## config.mk

```make
export PLATFORM = sky130hd
export DESIGN_NAME = serial_adder_seq_flat
export DESIGN_NICKNAME = d
export VERILOG_FILES = /design/src/rtl/serial_adder_if.sv /design/src/rtl/serial_adder_seq.sv /design/src/flat_wrapper.sv
export SDC_FILE = /design/constraint.sdc
export NUM_CORES = 1
export LEC_CHECK = 0
export ABC_AREA = 1
export CAP_MARGIN = 10
export CORE_UTILIZATION = 29
export DETAILED_ROUTE_END_ITERATION = 10
export PLACE_DENSITY_LB_ADDON = 0.12
export SYNTH_ARGS = -nofsm -noshare
export SYNTH_HDL_FRONTEND = slang
export SYNTH_SLANG_ARGS = --single-unit
```

## constraint.sdc

```tcl
create_clock -name clk -period 1.5 [get_ports clk]
set_input_delay 0.15 -clock clk [delete_from_list [all_inputs] [get_ports clk]]
set_output_delay 0.15 -clock clk [all_outputs]
set_load 0.02 [all_outputs]
```

## src/rtl/serial_adder_if.sv

```systemverilog
// Operand/result bundle for the bit-serial adder: request side drives operands and start,
// adder side returns the sum, final carry and status.
interface serial_adder_if #(
    parameter int WIDTH = 8
);
    logic             start;
    logic [WIDTH-1:0] a;
    logic [WIDTH-1:0] b;
    logic             cin;
    logic [WIDTH-1:0] sum;
    logic             c_out;
    logic             busy;
    logic             done;

    modport master (
        output start, a, b, cin,
        input  sum, c_out, busy, done
    );

    modport slave (
        input  start, a, b, cin,
        output sum, c_out, busy, done
    );
endinterface

```

## src/rtl/serial_adder_seq.sv

```systemverilog
// Bit-serial adder: shifts two WIDTH-bit operands LSB first through one full-adder cell,
// holding the carry in a register between bits; sum fills from the MSB end.
module serial_adder_seq #(
    parameter int WIDTH = 8
) (
    input  logic                clk,
    input  logic                rst,
    serial_adder_if.slave       bus
);
    localparam int CNT_W = (WIDTH > 1) ? $clog2(WIDTH) : 1;
    localparam logic [CNT_W-1:0] LAST_CNT = CNT_W'(WIDTH - 1);

    localparam logic [1:0] ST_IDLE = 2'd0;
    localparam logic [1:0] ST_RUN  = 2'd1;
    localparam logic [1:0] ST_DONE = 2'd2;

    logic [1:0]       state_q, state_d;
    logic [WIDTH-1:0] a_sh_q, a_sh_d;
    logic [WIDTH-1:0] b_sh_q, b_sh_d;
    logic [WIDTH-1:0] sum_q, sum_d;
    logic             carry_q, carry_d;
    logic             c_out_q, c_out_d;
    logic [CNT_W-1:0] count_q, count_d;

    // Single full-adder cell fed from the operand LSBs and the looped-back carry.
    logic fa_a, fa_b, fa_s, fa_co;
    assign fa_a  = a_sh_q[0];
    assign fa_b  = b_sh_q[0];
    assign fa_s  = fa_a ^ fa_b ^ carry_q;
    assign fa_co = (fa_a & fa_b) | (fa_a & carry_q) | (fa_b & carry_q);

    always_comb begin
        state_d = state_q;
        a_sh_d  = a_sh_q;
        b_sh_d  = b_sh_q;
        sum_d   = sum_q;
        carry_d = carry_q;
        c_out_d = c_out_q;
        count_d = count_q;
        case (state_q)
            ST_IDLE: begin
                if (bus.start) begin
                    a_sh_d  = bus.a;
                    b_sh_d  = bus.b;
                    carry_d = bus.cin;
                    count_d = '0;
                    state_d = ST_RUN;
                end
            end
            ST_RUN: begin
                carry_d = fa_co;
                a_sh_d  = a_sh_q >> 1;
                b_sh_d  = b_sh_q >> 1;
                sum_d   = {fa_s, sum_q[WIDTH-1:1]};
                if (count_q == LAST_CNT) begin
                    // Counter parks at its last value rather than wrapping.
                    c_out_d = fa_co;
                    state_d = ST_DONE;
                end else begin
                    count_d = count_q + CNT_W'(1);
                end
            end
            ST_DONE: begin
                state_d = ST_IDLE;
            end
            default: begin
                state_d = ST_IDLE;
            end
        endcase
    end

    always_ff @(posedge clk) begin
        if (rst) begin
            state_q <= ST_IDLE;
            a_sh_q  <= '0;
            b_sh_q  <= '0;
            sum_q   <= '0;
            carry_q <= 1'b0;
            c_out_q <= 1'b0;
            count_q <= '0;
        end else begin
            state_q <= state_d;
            a_sh_q  <= a_sh_d;
            b_sh_q  <= b_sh_d;
            sum_q   <= sum_d;
            carry_q <= carry_d;
            c_out_q <= c_out_d;
            count_q <= count_d;
        end
    end

    assign bus.sum   = sum_q;
    assign bus.c_out = c_out_q;
    assign bus.busy  = (state_q == ST_RUN);
    assign bus.done  = (state_q == ST_DONE);
endmodule

```

## src/flat_wrapper.sv

```systemverilog
// flat-port wrapper written by rule: the top's interface ports become plain ports
module serial_adder_seq_flat 
#(
    parameter int WIDTH = 8
)
  (clk, rst, bus_start, bus_a, bus_b, bus_cin, bus_sum, bus_c_out, bus_busy, bus_done);
  serial_adder_if #(.WIDTH(WIDTH)) bus_i ();
  input  logic clk;
  input  logic rst;
  input wire logic [$bits(bus_i.start)-1:0] bus_start;
  input wire logic [$bits(bus_i.a)-1:0] bus_a;
  input wire logic [$bits(bus_i.b)-1:0] bus_b;
  input wire logic [$bits(bus_i.cin)-1:0] bus_cin;
  output wire logic [$bits(bus_i.sum)-1:0] bus_sum;
  output wire logic [$bits(bus_i.c_out)-1:0] bus_c_out;
  output wire logic [$bits(bus_i.busy)-1:0] bus_busy;
  output wire logic [$bits(bus_i.done)-1:0] bus_done;
  assign bus_i.start = bus_start;
  assign bus_i.a = bus_a;
  assign bus_i.b = bus_b;
  assign bus_i.cin = bus_cin;
  assign bus_sum = bus_i.sum;
  assign bus_c_out = bus_i.c_out;
  assign bus_busy = bus_i.busy;
  assign bus_done = bus_i.done;
  serial_adder_seq #(.WIDTH(WIDTH)) u_core (.clk(clk), .rst(rst), .bus(bus_i));
endmodule
```

### Yosys cells after proc, flatten, opt, wreduce, memory -nomap -nowiden

Cells that the tools add are included.

* equal/unequal tests: 6
* reductions and logical operators: 6
* mux-type cells: 12
* add/subtract/negate cells: 1
* bitwise gates (word level): 7

Operators by type and width (count)
* 8-bit one-hot mux with 2 select lines: 2
* 8-bit two-way mux: 2
* 3-bit two-way mux: 2
* 3-bit one-hot mux with 2 select lines: 1
* 2-bit AND reduction: 3
* 2-bit two-way mux: 2
* 2-bit != test (second input constant): 2
* 2-bit one-hot mux with 2 select lines: 1
* 3-bit by 1-bit adder with 3-bit output (second input constant): 1
* 1-bit bitwise AND: 3
* 3-bit == test (second input constant): 1
* 3-bit AND reduction: 1
* 2-bit by 1-bit == test with 1-bit output (second input constant): 1
* 2-bit == test (second input constant): 1
* 2-bit logical NOT: 1
* 2-bit by 1-bit != test with 1-bit output (second input constant): 1
* 1-bit bitwise OR: 2
* 1-bit one-hot mux with 2 select lines: 1
* 2-bit nonzero test: 1
* 1-bit bitwise XOR: 2
* 1-bit two-way mux: 1

* input bits: 20
* flip-flop bits (word level): 31

### Depth between registers and ports, before layout

Gate-level depths: netlist (run 1).

* word-level depth: 4
* depth in mapped cells: 7

### Least setup slack after synthesis (run 1)

Ideal clock, no wire load.

* kind: reg2reg
* from: register u_core.count_q[0]
* to: register u_core.count_q[0]
* path buffers: 0
* path slack: 0.352 ns
* stages on the path, launching flop included: 7
* arrival time: 1.037 ns
* cell sequence: dfxtp_1 > ha_1 > ha_1 > a21oi_1 > nand2_1 > nor2_1 > nor2_1

* longest elaborated chain between the ends: 3
* elaborated cells on any way between the ends: 6
* classes of those cells: add/sub (1); eq/ne (2); mux (2); reduce/logical (1)

RTL lines
* from (decl): RTL line serial_adder_seq.sv:23 `logic [CNT_W-1:0] count_q, count_d;`
* from (signal assigned): RTL line serial_adder_seq.sv:88 `count_q <= count_d;`
* 3-bit by 1-bit adder with 3-bit output or 3-bit == test (tied branches): RTL line serial_adder_seq.sv:60, serial_adder_seq.sv:55
* 3-bit two-way mux or 2-bit != test (tied branches)
* 3-bit one-hot mux with 2 select lines or 3-bit AND reduction (tied branches)

Parallel ways exist; a longest one is shown, timed or not. The select of a mux whose other input is x is not followed.
A chain may end at the register's enable or synchronous reset.

### Final worst setup path (run 1)

* from: register u_core.sum_q[7], in the netlist u_core.bus.sum[7]
* to: output port bus_sum[7]

RTL lines
* from (decl): RTL line serial_adder_seq.sv:20 `logic [WIDTH-1:0] sum_q, sum_d;`
* from (signal assigned): RTL line serial_adder_seq.sv:85 `sum_q <= sum_d;`
* to (decl): RTL line flat_wrapper.sv:14 `output wire logic [$bits(bus_i.sum)-1:0] bus_sum;`

No word-level cell between the ends.

==> results of run 1 <==
power breakdown:
part	leakage [nW]	switching, W	internal [W]
combinational	0.637	0.000188	0.000166
sequential	0.256	0.0000347	0.000884
clock	0.0422	0.000299	0.000325
timing repair:
item	CTS	global route
resized for setup	2	0
hold endpoints to repair	0	0
hold buffers	0	0
endpoints found under the setup margin	2	0
area by class of cell:
| class | count | area, um2 |
|---|---|---|
| Clock inverter | 1 | 5.00 |
| Multi-Input combinational cell | 168 | 714 |
| Sequential cell | 31 | 621 |
| Timing Repair Buffer | 39 | 378 |
| Tap cell | 67 | 83.8 |
| Fill cell | 534 | 2880 |
| Clock buffer | 7 | 76.3 |
| Inverter | 25 | 93.8 |
metal layers:
layer	share of wire (%)	track usage, %	wire, um
met2	44	22.2	1460
met1	50	17.4	1650
met3	3.6	3.29	118
met4	1.9	7.05	63
met5	0	0	0
placed cells by master, fill, tap and decap left out, types with 2 or more instances in the layout:
cell	instances
clkbuf_8	5
clkdlybuf4s50_1	28
clkbuf_1	2
inv_1	23
nand3_1	21
o21ai_0	8
dlygate4sd2_1	2
buf_4	8
a21oi_1	3
ha_1	2
nand2_1	74
dfxtp_1	31
nor2_1	56
final timing paths:
path | from | endpoint | slack [ps] | cells after the start
max | u_core.bus.sum[7]$_SDFFE_PP0N_ | bus_sum[7] | 100 | 1
min | bus_b[7] | u_core.b_sh_q[7]$_SDFFE_PP0P_ | 460 | 3
max reg2reg | u_core.count_q[0]$_SDFFE_PP0P_ | u_core.count_q[0]$_SDFFE_PP0P_ | 210 | 6
min reg2reg | u_core.a_sh_q[7]$_SDFFE_PP0P_ | u_core.a_sh_q[7]$_SDFFE_PP0P_ | 460 | 2
cell usage after synthesis:
cell,count,area [um2]
nand2_2,1,6.26
buf_2,7,35.0
nor2_1,56,210
buf_6,1,11.3
clkinv_1,1,3.75
fa_1,1,20.0
inv_1,23,86.3
buf_4,3,22.5
a21oi_1,3,15.0
dfxtp_1,31,621
o21ai_0,8,40.0
inv_2,1,3.75
nand2_1,74,278
nand4_1,1,6.26
ha_1,2,25.0
o21ai_2,1,8.76
nand3_1,21,105
flip-flops by register name, indices dropped and copies added (netlist names):
name / flops
u_core.bus.c_out: 1
u_core.a_sh_q: 8
u_core.carry_q: 1
u_core.count_q: 3
u_core.b_sh_q: 8
u_core.bus.sum: 8
u_core.state_q: 2
logic make-up after synthesis:
logic type | synth area share, %
simple gates | 40.4
buf+inv | 10.9
flops | 41.4
fa+ha+maj | 3.01
compound gates | 4.26
per-stage QoR:
stage,instance area [um2],utilization [%],std cells
2_1_floorplan,1500,-,235
4_1_cts,1970,40.7,338
3_3_place_gp,1890,39.0,330
3_5_place_dp,1890,39.0,330
5_1_grt,1970,40.7,338
6_report,1970,40.7,338
==> summary.txt, run 1 <==
Run status
  – Status: finished clean

Layout
  – Total Nets Final: 293
  – Area Growth Syn to Fin: 31.7%
  – N_diodes: 0
  – Share of layout cells above drive strength 1: 6.64%

Hold path
  – Hold Crit Class: input pin to flop

Synth
  – #FFs+latches synth: 31
  – Synth Cell Area: roughly 1500 um2
  – Post-synth cell types: 17
  – Sequential share of the synthesized area: 41.4%
  – Mapped Nets: approximately 260
  – Synth Instances: 235
  – Mapped Avg Cell Area: 6.37 um2
  – Syn. warnings: 0

Timing
  – Final Cycle Share: 93.1%
  – Final setup margin: 104 ps
  – Fin. max-slew vios: 0
  – RSZ-0062 raised after global routing: no
  – Endpoints failing hold: 0
  – Fmax: 716 MHz
  – Hold_ws: between 400 and 500 ps
  – Worst-Margin Slew: 300 ps
  – Minimum clock period: 1400 ps
  – Final setup skew: around 3.5 ps
  – Slew margin rel.: roughly 80%
  – Setup TNS: 0 ps
  – Setup violations, final: 0

Critical path
  – CP max stage cell: clkdlybuf4s50_1
  – CP bufs+invs: 1
  – Setup crit end kind: primary output
  – Crit-path max cell delay: 610 ps
  – CP Launch Type: flop
  – Worst Path Arrival: 1250 ps
  – Critical-path cell list: clkdlybuf4s50_1
  – CP Class: flop to primary output
  – Worst-path fanout max: 3
  – Worst EP required: approximately 1400 ps
  – Delay-heaviest family, CP: buffers and inverters

Clocking
  – CTS clock-pin slew for the worst setup and hold paths: 60 ps
  – H-tree levels: 2
  – Max Buffers Root-to-Sink: 2
  – CTS buffer count: 5
  – Setup Buffers After CTS: 0
  – CTS Sinks: 31
  – CTS tree: built
  – Worst-skew pair later-pin latency: 280 ps
  – Root Buffer: clkbuf_8

GRT
  – Antenna violations before repair: 0
  – First-pass GRT wire length: roughly 5700 um
  – Global Route Usage Sum: between 10 and 15%
  – Largest net degree at the start of global routing: 33
  – Gr ovfl total: 0
  – Vias in the first global route: 1304

Floorplanning
  – Row cnt: 25
  – Die Wd: ~74 um
  – Vert. Die Dim: 73.9 um
  – Starting density of the core: 30.9%
  – I/O pins: 31
  – Die area: 5460 um2
  – Placeable Area: 4850 um2

Job
  – Max Cap Viol: 0

Drt
  – DR WL/cell: 9.74 um
  – Total number of vias: ~1.4k
  – Drt pass-1 iters: 4
  – Routed WL: 3290 um
  – Final ANT Viol Nets: 0
  – Via/cell ratio: between 4 and 5
  – DRT iter0 DRCs: 90
  – DR DRC count: 0

Power and ir drop
  – Leakage dissipation: 0.935 nW
  – Maximum VDD drop: ~0.4 mV
  – PwrDens: ~960 nW/um2
  – PnR Total Power: 0.00190 W

Placed design
  – Post-DP HPWL: 2150 um
  – Placer congestion estimate: 0.746
  – Port Buffer Count: 30
  – Pre-CTS setup slack: about 150 ps
Note: power is estimated with default switching activity, not from simulation.
==> inputs of run 2 (changes only) <==
HOLD_SLACK_MARGIN = 0.05   (was default)
SETUP_SLACK_MARGIN = 0.1   (was default)
==> run 2 against run 1 <==
Effect of this change:
- first-iteration DRC count is 4.4% lower
- register-to-register slack is essentially flat
- count of clock-buffer cells in the layout stayed put
- highest routed layer unchanged
- flip-flop and latch count did not move
- largest power group unchanged
- final cell count is the same
- via count down 0.71%
- critical endpoint is now bus_sum[0]
==> summary.txt, run 2 (same netlist as run 1, synthesis figures left out) <==
Critical path
  – Worst Path Arrival: 1200 ps (-50 ps)
  – CP max stage cell: clkdlybuf4s50_1
  – Worst-path fanout max: 2 (-1)
  – CP bufs+invs: 1 (unchanged)
  – Critical Path Stages: 1 (unchanged)
  – Crit-path max cell delay: 590 ps (-20 ps)
  – Critical Path Source: u_core.bus.sum[0]$_SDFFE_PP0N_
  – Crit Reg-Reg Startpoint: u_core.count_q[0]$_SDFFE_PP0P_
  – Worst EP required: 1350 ps (about the same)
  – R2R depth: 6 (unchanged)
  – Delay-heaviest family, CP: buffers and inverters
  – CP Class: flop to primary output
  – Critical-path cell list: clkdlybuf4s50_1
  – Setup crit end kind: primary output
  – CP Launch Type: flop

Job
  – Max Cap Viol: 0 (unchanged)

Run status
  – Status: finished clean

Power and ir drop
  – PwrDens: 953 nW/um2 (-0.98%)
  – Internal power: 0.00137 W (-0.38%)
  – Clock power frac: 33.0% (about the same)
  – Logic pwr share: 18.5% (-0.2 points)
  – Sw Pwr: 0.000521 W (-0.27%)
  – Net Sw Frac: 27.5% (about the same)
  – Leakage dissipation: 1.04 nW (+11%)
  – Maximum VDD drop: 0.398 mV (-0.47%)
  – PnR Total Power: 0.00189 W (-0.35%)
  – Sequential cell fraction of total power: 48.6% (+0.2 points)

Clocking
  – CTS tree: built
  – Setup Buffers After CTS: 0 (unchanged)
  – Max Buffers Root-to-Sink: 2 (unchanged)
  – CTS buffer count: 5 (unchanged)
  – CTS clock-pin slew for the worst setup and hold paths: 60 ps (about the same)
  – H-tree levels: 2 (unchanged)
  – CTS Sinks: 31 (unchanged)
  – Root Buffer: clkbuf_8
  – CTS Hold Bufs: 0 (unchanged)
  – Worst-skew pair later-pin latency: 280 ps (about the same)

Floorplanning
  – Placeable Area: 4850 um2 (unchanged)
  – I/O pins: 31 (unchanged)
  – Row cnt: 25 (unchanged)
  – Vert. Die Dim: 73.9 um (unchanged)
  – Die area: 5460 um2 (unchanged)
  – Starting density of the core: 30.9% (unchanged)
  – Die Wd: 73.9 um (unchanged)

GRT
  – Gr ovfl total: 0 (unchanged)
  – Largest net degree at the start of global routing: 33 (unchanged)
  – Antenna violations before repair: 0 (unchanged)
  – Vias in the first global route: 1304 (unchanged)
  – Global Route Usage Sum: 13.9% (unchanged)
  – First-pass GRT wire length: 5690 um (unchanged)

Layout
  – Most frequent cells in the layout: 74 x nand2_1, 56 x nor2_1, 31 x dfxtp_1
  – Share of layout cells above drive strength 1: 7.38% (+0.74 points)
  – FF+latch area: 621 um2 (unchanged)
  – Multi-input combinational cell area: 718 um2 (+0.53%)
  – Fill cells: 532 (-0.37%)
  – Non-filler cells, final: 338 (unchanged)
  – Area Growth Syn to Fin: 32.5%
  – Total Nets Final: 293 (unchanged)
  – Most common cell after layout, fill and taps aside: nand2_1
  – N_diodes: 0 (unchanged)

Drt
  – DR WL/cell: 9.77 um (+0.24%)
  – Final ANT Viol Nets: 0 (unchanged)
  – Total number of vias: 1397 (-0.71%)
  – Routed WL: 3300 um (+0.24%)
  – DRT iter0 DRCs: 86 (-4.4%)
  – DR DRC count: 0 (unchanged)
  – Drt pass-1 iters: 4 (unchanged)
  – Via/cell ratio: 4.13 (-0.71%)

Placed design
  – Port Buffer Count: 30 (unchanged)
  – Pre-CTS setup slack: 145 ps (unchanged)
  – Post-DP HPWL: 2150 um (unchanged)
  – Placer congestion estimate: 0.746 (unchanged)
  – DP Cell Count: 330 (unchanged)

Timing
  – Fmax: 743 MHz (+3.7%)
  – Final setup skew: 3.94 ps (+0.481 ps)
  – Final setup margin: 154 ps (+50.3 ps)
  – RSZ-0062 raised after global routing: no
  – Hold_ws: 458 ps (-1.73 ps)
  – Setup violations, final: 0 (unchanged)
  – Minimum clock period: 1350 ps (-50.3 ps)
  – Endpoints failing hold: 0 (unchanged)
  – Fin. max-slew vios: 0 (unchanged)
  – Setup TNS: 0 ps (unchanged)
  – Worst-Margin Slew: 293 ps (-6.54 ps)
  – Final Cycle Share: 89.7% (-3.4 points)
  – Slew margin rel.: 80.4% (+0.44 points)

Hold path
  – Hold depth: 3 (unchanged)
  – Hold Crit Class: input pin to flop
  – Hold path start: bus_b[7]
## run 2: changes by cell type in the layout (fill, tap and decap cells not counted)
cell and change:
a21oi_1 -1, a21oi_2 +1, clkbuf_2 +1, clkdlybuf4s50_1 -8, dlygate4sd2_1 +1, dlymetal6s2s_1 +6
## run 2: area by class of cell
cell class,count,share of cell area (%)
inverter,25,4.73
clock buffer,7,3.85
tap,67,4.22
sequential,31,31.3
timing repair buffer,39,19.5
clock inverter,1,0.252
multi-input combinational,168,36.2
## run 2: metal layers
layer | share of wire (%) | wire, um | vias up | track usage (%)
met3 | 3.2 | 104 | 7 | 3.29
li1 | - | - | 779 | -
met5 | 0 | 0 | - | 0
met4 | 2.1 | 68 | 0 | 7.05
met2 | 45 | 1470 | 24 | 22.2
met1 | 50 | 1660 | 587 | 17.4
## run 2: worst paths after layout
kind                                                        to  slack, ps
worst min register to register   u_core.a_sh_q[7]$_SDFFE_PP0P_        460
worst max-delay path                                bus_sum[0]        150
worst min-delay path             u_core.b_sh_q[7]$_SDFFE_PP0P_        460
worst max register to register  u_core.count_q[0]$_SDFFE_PP0P_        220
## run 2: power by group through the flow
stage / Clock, W / Combinational, W / Sequential [W]
after floorplan: 0 / 0.000204 / 0.000951
after CTS: 0.000653 / 0.000356 / 0.000919
after global routing: 0.000693 / 0.000402 / 0.000925
after detailed placement: 0 / 0.000359 / 0.000937
final: 0.000623 / 0.000349 / 0.000918
after global placement: 0 / 0.000360 / 0.000937
## run 2: through the flow
stage | area [um2] | utilization, %
finish | 1980 | 40.9
global route | 1980 | 40.9
CTS | 1970 | 40.6
detailed placement | 1890 | 39.0
global placement | 1890 | 39.0
floorplan | 1500 | -
## run 2: timing repair
action                                  4_1_cts  5_1_grt
hold endpoints to repair                      0        0
pin swaps                                     0        1
endpoints found under the setup margin        4        8
resized for setup                             4        9
